$ cat src/rtl/eca_pkg.sv
// eca_pkg: shared types, widths and helpers for the elementary cellular-automaton engine.
package eca_pkg;
  typedef enum logic [1:0] {IDLE, STEP, DRAIN} state_t;
  localparam int OUT_W = 16;
  localparam int IN_W = 8;
  function automatic int idx_w(input int width);
    return (width / OUT_W > 1) ? $clog2(width / OUT_W) : 1;
  endfunction
endpackage

$ cat src/rtl/eca_step.sv
// eca_step: one combinational generation of an elementary rule over the whole row.
module eca_step #(
  parameter int WIDTH = 256
) (
  input  logic [WIDTH-1:0] row,
  input  logic [7:0]       rule,
  input  logic             wrap,
  output logic [WIDTH-1:0] nxt
);
  logic [WIDTH+1:0] ext;
  // ext[j+1] mirrors row[j]; the two guard cells hold the boundary values
  assign ext = {wrap & row[0], row, wrap & row[WIDTH-1]};
  for (genvar i = 0; i < WIDTH; i++) begin : g_cell
    assign nxt[i] = rule[ext[i +: 3]];
  end
endmodule

$ cat src/rtl/eca_engine.sv
// eca_engine: loadable WIDTH-cell elementary CA row, run for N generations, streamed out in 16-bit words.
module eca_engine import eca_pkg::*; #(
  parameter int WIDTH = 256,
  parameter int GEN_W = 8
) (
  input  logic             clk,
  input  logic             rst,
  input  logic [7:0]       rule,
  input  logic             wrap,
  input  logic [GEN_W-1:0] gens,
  input  logic             start,
  input  logic             load_valid,
  input  logic [7:0]       load_data,
  output logic             load_ready,
  output logic             busy,
  output logic             out_valid,
  output logic [15:0]      out_data,
  input  logic             out_ready,
  output logic             done
);
  localparam int NW = WIDTH / OUT_W;
  localparam int IW = idx_w(WIDTH);
  localparam logic [IW-1:0] LAST = IW'(NW - 1);
  state_t           state_q, state_d;
  logic [WIDTH-1:0] row_q, row_d, step_row;
  logic [7:0]       rule_q, rule_d;
  logic             wrap_q, wrap_d;
  logic [GEN_W-1:0] cnt_q, cnt_d;
  logic [IW-1:0]    idx_q, idx_d;
  logic             done_q, done_d;
  logic [OUT_W-1:0] words [NW];

  eca_step #(.WIDTH(WIDTH)) u_step (
    .row (row_q),
    .rule(rule_q),
    .wrap(wrap_q),
    .nxt (step_row)
  );

  for (genvar k = 0; k < NW; k++) begin : g_word
    assign words[k] = row_q[WIDTH-1-OUT_W*k -: OUT_W];
  end

  assign load_ready = (state_q == IDLE) && !start;
  assign busy       = state_q != IDLE;
  assign out_valid  = state_q == DRAIN;
  assign out_data   = out_valid ? words[idx_q] : '0;
  assign done       = done_q;

  always_comb begin
    state_d = state_q;
    row_d   = row_q;
    rule_d  = rule_q;
    wrap_d  = wrap_q;
    cnt_d   = cnt_q;
    idx_d   = idx_q;
    done_d  = 1'b0;
    case (state_q)
      IDLE: begin
        if (start) begin
          rule_d  = rule;
          wrap_d  = wrap;
          cnt_d   = gens;
          idx_d   = '0;
          state_d = (gens == '0) ? DRAIN : STEP;
        end else if (load_valid) begin
          row_d = {row_q[WIDTH-IN_W-1:0], load_data};
        end
      end
      STEP: begin
        row_d   = step_row;
        cnt_d   = cnt_q - 1'b1;
        state_d = (cnt_q == GEN_W'(1)) ? DRAIN : STEP;
      end
      DRAIN: begin
        if (out_ready) begin
          idx_d   = (idx_q == LAST) ? '0 : idx_q + 1'b1;
          state_d = (idx_q == LAST) ? IDLE : DRAIN;
          done_d  = idx_q == LAST;
        end
      end
      default: state_d = IDLE;
    endcase
  end

  always_ff @(posedge clk) begin
    if (rst) begin
      state_q <= IDLE;
      row_q   <= '0;
      rule_q  <= '0;
      wrap_q  <= 1'b0;
      cnt_q   <= '0;
      idx_q   <= '0;
      done_q  <= 1'b0;
    end else begin
      state_q <= state_d;
      row_q   <= row_d;
      rule_q  <= rule_d;
      wrap_q  <= wrap_d;
      cnt_q   <= cnt_d;
      idx_q   <= idx_d;
      done_q  <= done_d;
    end
  end
endmodule

$ cat config.mk
export PLATFORM = sky130hd
export DESIGN_NAME = eca_engine
export DESIGN_NICKNAME = d
export VERILOG_FILES = /design/src/rtl/eca_pkg.sv /design/src/rtl/eca_step.sv /design/src/rtl/eca_engine.sv
export SDC_FILE = /design/constraint.sdc
export NUM_CORES = 1
export LEC_CHECK = 0
export CAP_MARGIN = 25
export CELL_PAD_IN_SITES_DETAIL_PLACEMENT = 1
export CELL_PAD_IN_SITES_GLOBAL_PLACEMENT = 2
export CORE_UTILIZATION = 26
export DETAILED_ROUTE_END_ITERATION = 10
export PLACE_DENSITY_LB_ADDON = 0.1
export SKIP_CTS_REPAIR_TIMING = 1
export SLEW_MARGIN = 20
export SYNTH_ARGS = -nofsm -noshare
export SYNTH_HDL_FRONTEND = slang
export SYNTH_SLANG_ARGS = --single-unit
$ cat constraint.sdc
create_clock -name clk -period 4.8 [get_ports clk]
set_clock_uncertainty 0.1 [all_clocks]
set_input_delay 0.72 -clock clk [delete_from_list [all_inputs] [get_ports clk]]
set_output_delay 0.72 -clock clk [all_outputs]
set_load 0.05 [all_outputs]
After elaboration in Yosys (flattened, before gate mapping) --
Cells that the tools add are included.
Word-level totals: input bits 30, output and inout port bits 20, register bits 280
Cells by class: equal/unequal tests 8, multiplexer cells 531, reductions and logical operators 13, add/subtract/negate cells 2, magnitude comparators 257, bitwise gates (word level) 5
Operators with widths (count):
- < comparator 3 x 4 -> 1 bit (second input constant) | 256
- binary-select mux 1 bit (select 3 bit) | 256
- two-way mux 256 bit | 2
- one-hot mux 256 bit (2 select lines) | 1
- two-way mux 1 bit | 256
- binary-select mux 16 bit (select 4 bit) | 1
- two-way mux 16 bit | 3
- one-hot mux 8 bit (2 select lines) | 1
- two-way mux 4 bit | 3
- two-way mux 2 bit | 5
- == test 8 x 1 -> 1 bit (second input constant) | 1
- zero test 8 bit | 1
- two-way mux 8 bit | 1
- one-hot mux 4 bit (2 select lines) | 1
- subtractor 8 x 1 -> 8 bit (second input constant) | 1
- inequality test 2 bit (second input constant) | 3
- one-hot mux 2 bit (3 select lines) | 1
- AND reduction 2 bit | 3
- AND reduction 3 bit | 2
- nonzero test 2 bit | 3
- greater-or-equal comparator 5 bit (second input constant) | 1
- NOT 4 -> 5 bit | 1
- adder 4 x 1 -> 4 bit (second input constant) | 1
- == test 4 bit (second input constant) | 1
- 9 further kinds | 11

Longest topological paths before layout --
Gate-level depths: netlist of run 1.
depth after elaboration 5, gate-level depth with buffers 9

Cells and area by module --
From an unflattened synthesis of run 1, not the netlist that was laid out.
Unflattened totals: cell total of the unflattened synthesis 3064, area total of the unflattened synthesis 29104.2 um^2
By module, submodules not included:
- eca_step | area an instance 15852.7 um^2, seq. area each 0.0 um^2, cells an instance 1505, instances 1
- eca_engine | area an instance 13251.5 um^2, seq. area each 5605.4 um^2, cells an instance 1559, instances 1

Worst setup path after synthesis of run 1 --
Ideal clock, no wire load.
kind register -> output, start point reg state_q[0], end point out out_data[7], data required time 3.980 ns, stages on the path, launching flop included 7, data arrival time 2.449 ns, path buffers 2, setup slack 1.531 ns, path through dfxtp_1 > buf_6 > nand2b_2 > inv_2 > clkbuf_1 > o311ai_0 > a21oi_1
Between the ends: cells in the longest elaborated chain, start to end 2
Ends and longest elaborated chain:
- from (decl) | line eca_engine.sv:24 | state_t state_q, state_d;
- from (signal assigned) | line eca_engine.sv:96 | state_q <= state_d;
- == test 2 bit | line eca_engine.sv:46 | assign out_valid = state_q == DRAIN;
- via out_valid | line eca_engine.sv:16 | output logic out_valid,
- two-way mux 16 bit | line eca_engine.sv:47 | assign out_data = out_valid ? words[idx_q] : '0;
- to (decl) | line eca_engine.sv:17 | output logic [15:0] out_data,
The timed path passes the listed nets, and every way through them passes these cells.

Final worst setup path of run 1 --
start point reg idx_q[0], end point out out_data[7]
Between the ends: cells in the longest elaborated chain, start to end 5
Ends and longest elaborated chain:
- from (decl) | line eca_engine.sv:29 | logic [IW-1:0] idx_q, idx_d;
- from (signal assigned) | line eca_engine.sv:101 | idx_q <= idx_d;
- NOT 4 -> 5 bit (not written as such) | line eca_engine.sv:47
- binary-select mux 16 bit (select 4 bit) | line eca_engine.sv:47
- two-way mux 16 bit (not written as such) (2 in series) | line eca_engine.sv:47
- two-way mux 16 bit | line eca_engine.sv:47
Every way passes these cells. The select of a mux whose other input is x is not followed.

==> qor.yml, run 1 <==
synthesis:
  netlist_top_cells_area: "mux4_2 (41%), dfxtp_1 (19%), nand2_1 (8.3%), a311oi_1 (7.5%), o22ai_1 (4.8%)"
  ys_seq_area_share_pct: 19.1
  yosysTopAreaCellShare_pct: 41.2
  ys.flop_type: "dfxtp_1"
  synth_area_per_cell_um2: 9.94
  synthArstFlopShare_pct: 0
  synth_edf_count: 0
  synth_fp_nets: 2987
  synth-seq-cells: 280
  synth_top_cell_by_area: "mux4_2"
  synth_cells: 2954
  yosys_warnings: 0
  synthDistinctLibCells: 51
  synth_area_mm2: 0.0294
setup_path:
  reg2regPathDepth: 5
  crit_type: "reg -> out"
  worstReg2RegStart: "state_q[0]$_SDFFE_PP0P_"
  r2r_end: "row_q[15]$_SDFFE_PP0P_"
  ff2ff_setup_slack_ns: 2.06
  arrival_ns: 3.61
  worstSetupStartpointType: "register"
  cp-end-kind: "output port"
  cp_max_fo: 28
  required_ns: 3.98
routing:
  drt_iter0_drc: 2544
  drc: 0
  wl_per_cell_um: 32.8
  viasPerCell: 6.42
  routed_wl_um: 135000
  drtPass1Iterations: 5
  num_vias: 26400
  detail-route-antenna-nets: 0
clock_network:
  clock-sinks: 280
  clock_path_buffers: 3
  clk_root_buffer_cell: "clkbuf_16"
  clk_pin_slew_worst_paths_ns: 0.06
  ctsHtreeMaxLevel: 2
  numCtsBuffers: 45
  clk_latency_ns: 0.64
  cts_tree: "built"
finish:
  drive_gt1_share_pct: 27.3
  layout_common_cells: "nand2_1 (649), mux4_2 (537), dfxtp_1 (269), a311oi_1 (253), o22ai_1 (226)"
  final_core_util_pct: 28.5
  multi_input_area_mm2: 0.0213
  finalNetCount: 2625
  area.growth.synth_to_final_pct: 8.05
  fill_cells: 12300
  final_common_cell: "nand2_1"
  register_area_mm2: 0.00564
worst_hold_path:
  worstHoldPathCells: 2
  min-delay-start: "cnt_q[2]$_SDFFE_PP0P_"
  min_to: "cnt_q[2]$_SDFFE_PP0P_"
  worstHoldPathType: "reg -> reg"
timing:
  setup_viol: 0
  holdWs_ns: 0.438
  hold_viol: 0
  rsz0062_at_grt: "no"
  fin_ws_ns: 0.373
  period_needed_ns: 4.43
  drv_slew: 0
  setup_tns_ns: 0
  tightest_slew_ns: 1.02
  fin_crit_sh_pct: 92.2
  fmaxAchievable_mhz: 226
  maxSlewHeadroom_pct: 32.3
grt:
  grt_pass1_wl_um: 200000
  antenna_found_initial: 12
  grt_max_degree: 142
  overflow: 0
  grtUsageTotal_pct: 23.0
  grt_pass1_vias: 27000
power:
  power_density_mw_per_mm2: 335
  power_frac_comb_pct: 32.0
  intPower_w: 0.00636
  p_sw_w: 0.00427
  ir_drop_uv: 258
  cellLeakagePower_nw: 8.86
  seq_power_share_pct: 36.4
  p_sw_share_pct: 40.2
  pwr-share-clk_pct: 31.7
outcome:
  status: "finished clean"
floorplan:
  fp.dieW_um: 338
  dieArea_mm2: 0.114
  start_util_pct: 26.4
  fp.coreArea_mm2: 0.111
  rows: 122
  num_io_pins: 50
  fp.dieH_um: 338
place:
  place_ws_ns: 0.749
  dp_hpwl_um: 79400
  gp_congestion: 0.826
  io_buffers: 49
run:
  drv_cap: 0
cells in the mapped netlist, types with 2 or more instances:
master	n
dfxtp_1	280
o21ai_0	6
buf_4	23
a311oi_1	253
a2111oi_0	28
buf_1	118
clkbuf_2	2
nand2b_1	114
nand3b_1	3
mux2_2	2
a22oi_1	2
buf_6	24
a41oi_1	14
nand3_1	10
o21ai_1	12
a221oi_1	3
mux4_2	537
nor4_1	4
or4_1	2
nor3_1	11
nor2b_1	43
a211oi_1	38
ha_1	3
buf_2	63
o311ai_0	3
nand2_1	650
o22ai_1	226
nor2_1	19
mux2i_1	54
clkbuf_1	309
inv_1	18
a31oi_1	28
a21oi_1	34
cell type report:
type	count	share of cell area, %
clock inverter	2	0.0434
antenna	1	0.00788
inverter	19	0.225
timing repair buffer	132	4.55
sequential	280	17.8
tap	1488	5.87
clock buffer	76	4.40
multi-input combinational	2114	67.1
worst max path at each step:
| stage | slack (ns) | startpoint | depth (start not counted) | endpoint |
|---|---|---|---|---|
| floorplan | 1.53 | state_q[0]$_SDFFE_PP0P_ | 6 | out_data[7] |
| global placement | 0.93 | state_q[1]$_SDFFE_PP0P_ | 7 | out_data[4] |
| detailed placement | 0.75 | state_q[1]$_SDFFE_PP0P_ | 7 | out_data[6] |
| CTS | 0.05 | state_q[1]$_SDFFE_PP0P_ | 7 | out_data[6] |
| global route | 0.22 | idx_q[0]$_SDFFE_PP0P_ | 5 | out_data[7] |
| finish | 0.37 | idx_q[0]$_SDFFE_PP0P_ | 5 | out_data[7] |
logic make-up (layout without fill, tap and decap cells):
| logic type | after synthesis | in the layout | synth area share [%] |
|---|---|---|---|
| buffers and inverters | 560 | 229 | 8.43 |
| muxes | 593 | 593 | 43.1 |
| DFF | 280 | 280 | 19.1 |
| AOI/OAI and AO/OA | 652 | 652 | 16.4 |
| and+or+nand+nor | 865 | 865 | 12.8 |
| xor gates and xnor gates | 1 | 1 | 0.0298 |
| other | 0 | 1 | 0 |
| adders and majority gates | 3 | 3 | 0.128 |
flip-flops by register name, indices dropped and copies added, names as in the netlist:
| name | flops |
|---|---|
| row_q | 256 |
| cnt_q | 8 |
| rule_q | 8 |
| idx_q | 4 |
| state_q | 2 |
| done | 1 |
| wrap_q | 1 |
routing by layer:
layer	wire length, um	track usage [%]
met5	24	0
met4	3090	6.19
met3	7730	2.56
met2	62000	35.7
met1	61800	33.7
worst max-delay path: stages, from the launching register on:
cell and delay [ns]:
dfxtp_4 0.71, buf_4 0.35, mux4_2 0.35, mux2i_1 0.11, a21oi_1 0.48, clkdlybuf4s50_1 0.92
through the flow:
| stage | power [W] | std cells | cell area (um^2) |
|---|---|---|---|
| 4_1_cts | 0.0108 | 4110 | 31700 |
| 3_5_place_dp | 0.00732 | 4032 | 30300 |
| 5_1_grt | 0.0112 | 4111 | 31700 |
| 6_report | 0.0106 | 4112 | 31700 |
| 3_3_place_gp | 0.00722 | 4032 | 30300 |
| 2_1_floorplan | 0.00602 | 2954 | 29400 |
power groups by stage:
stage,Clock (W),Sequential (W),Combinational [W]
after floorplan,0,0.00292,0.00310
after global placement,0,0.00391,0.00332
after detailed placement,0,0.00393,0.00339
after CTS,0.00349,0.00388,0.00340
after global routing,0.00355,0.00396,0.00364
final,0.00337,0.00386,0.00340
(Power assumes the default switching activity.)
==> run 2, diff against run 1 <==
--- a/config.mk
+++ b/config.mk
@@ -16,3 +16,4 @@
 export SYNTH_ARGS = -nofsm -noshare
 export SYNTH_HDL_FRONTEND = slang
 export SYNTH_SLANG_ARGS = --single-unit
+export TNS_END_PERCENT = 5
==> results of run 2 <==
The final DEF is identical to that of run 1; final timing and power are the same.
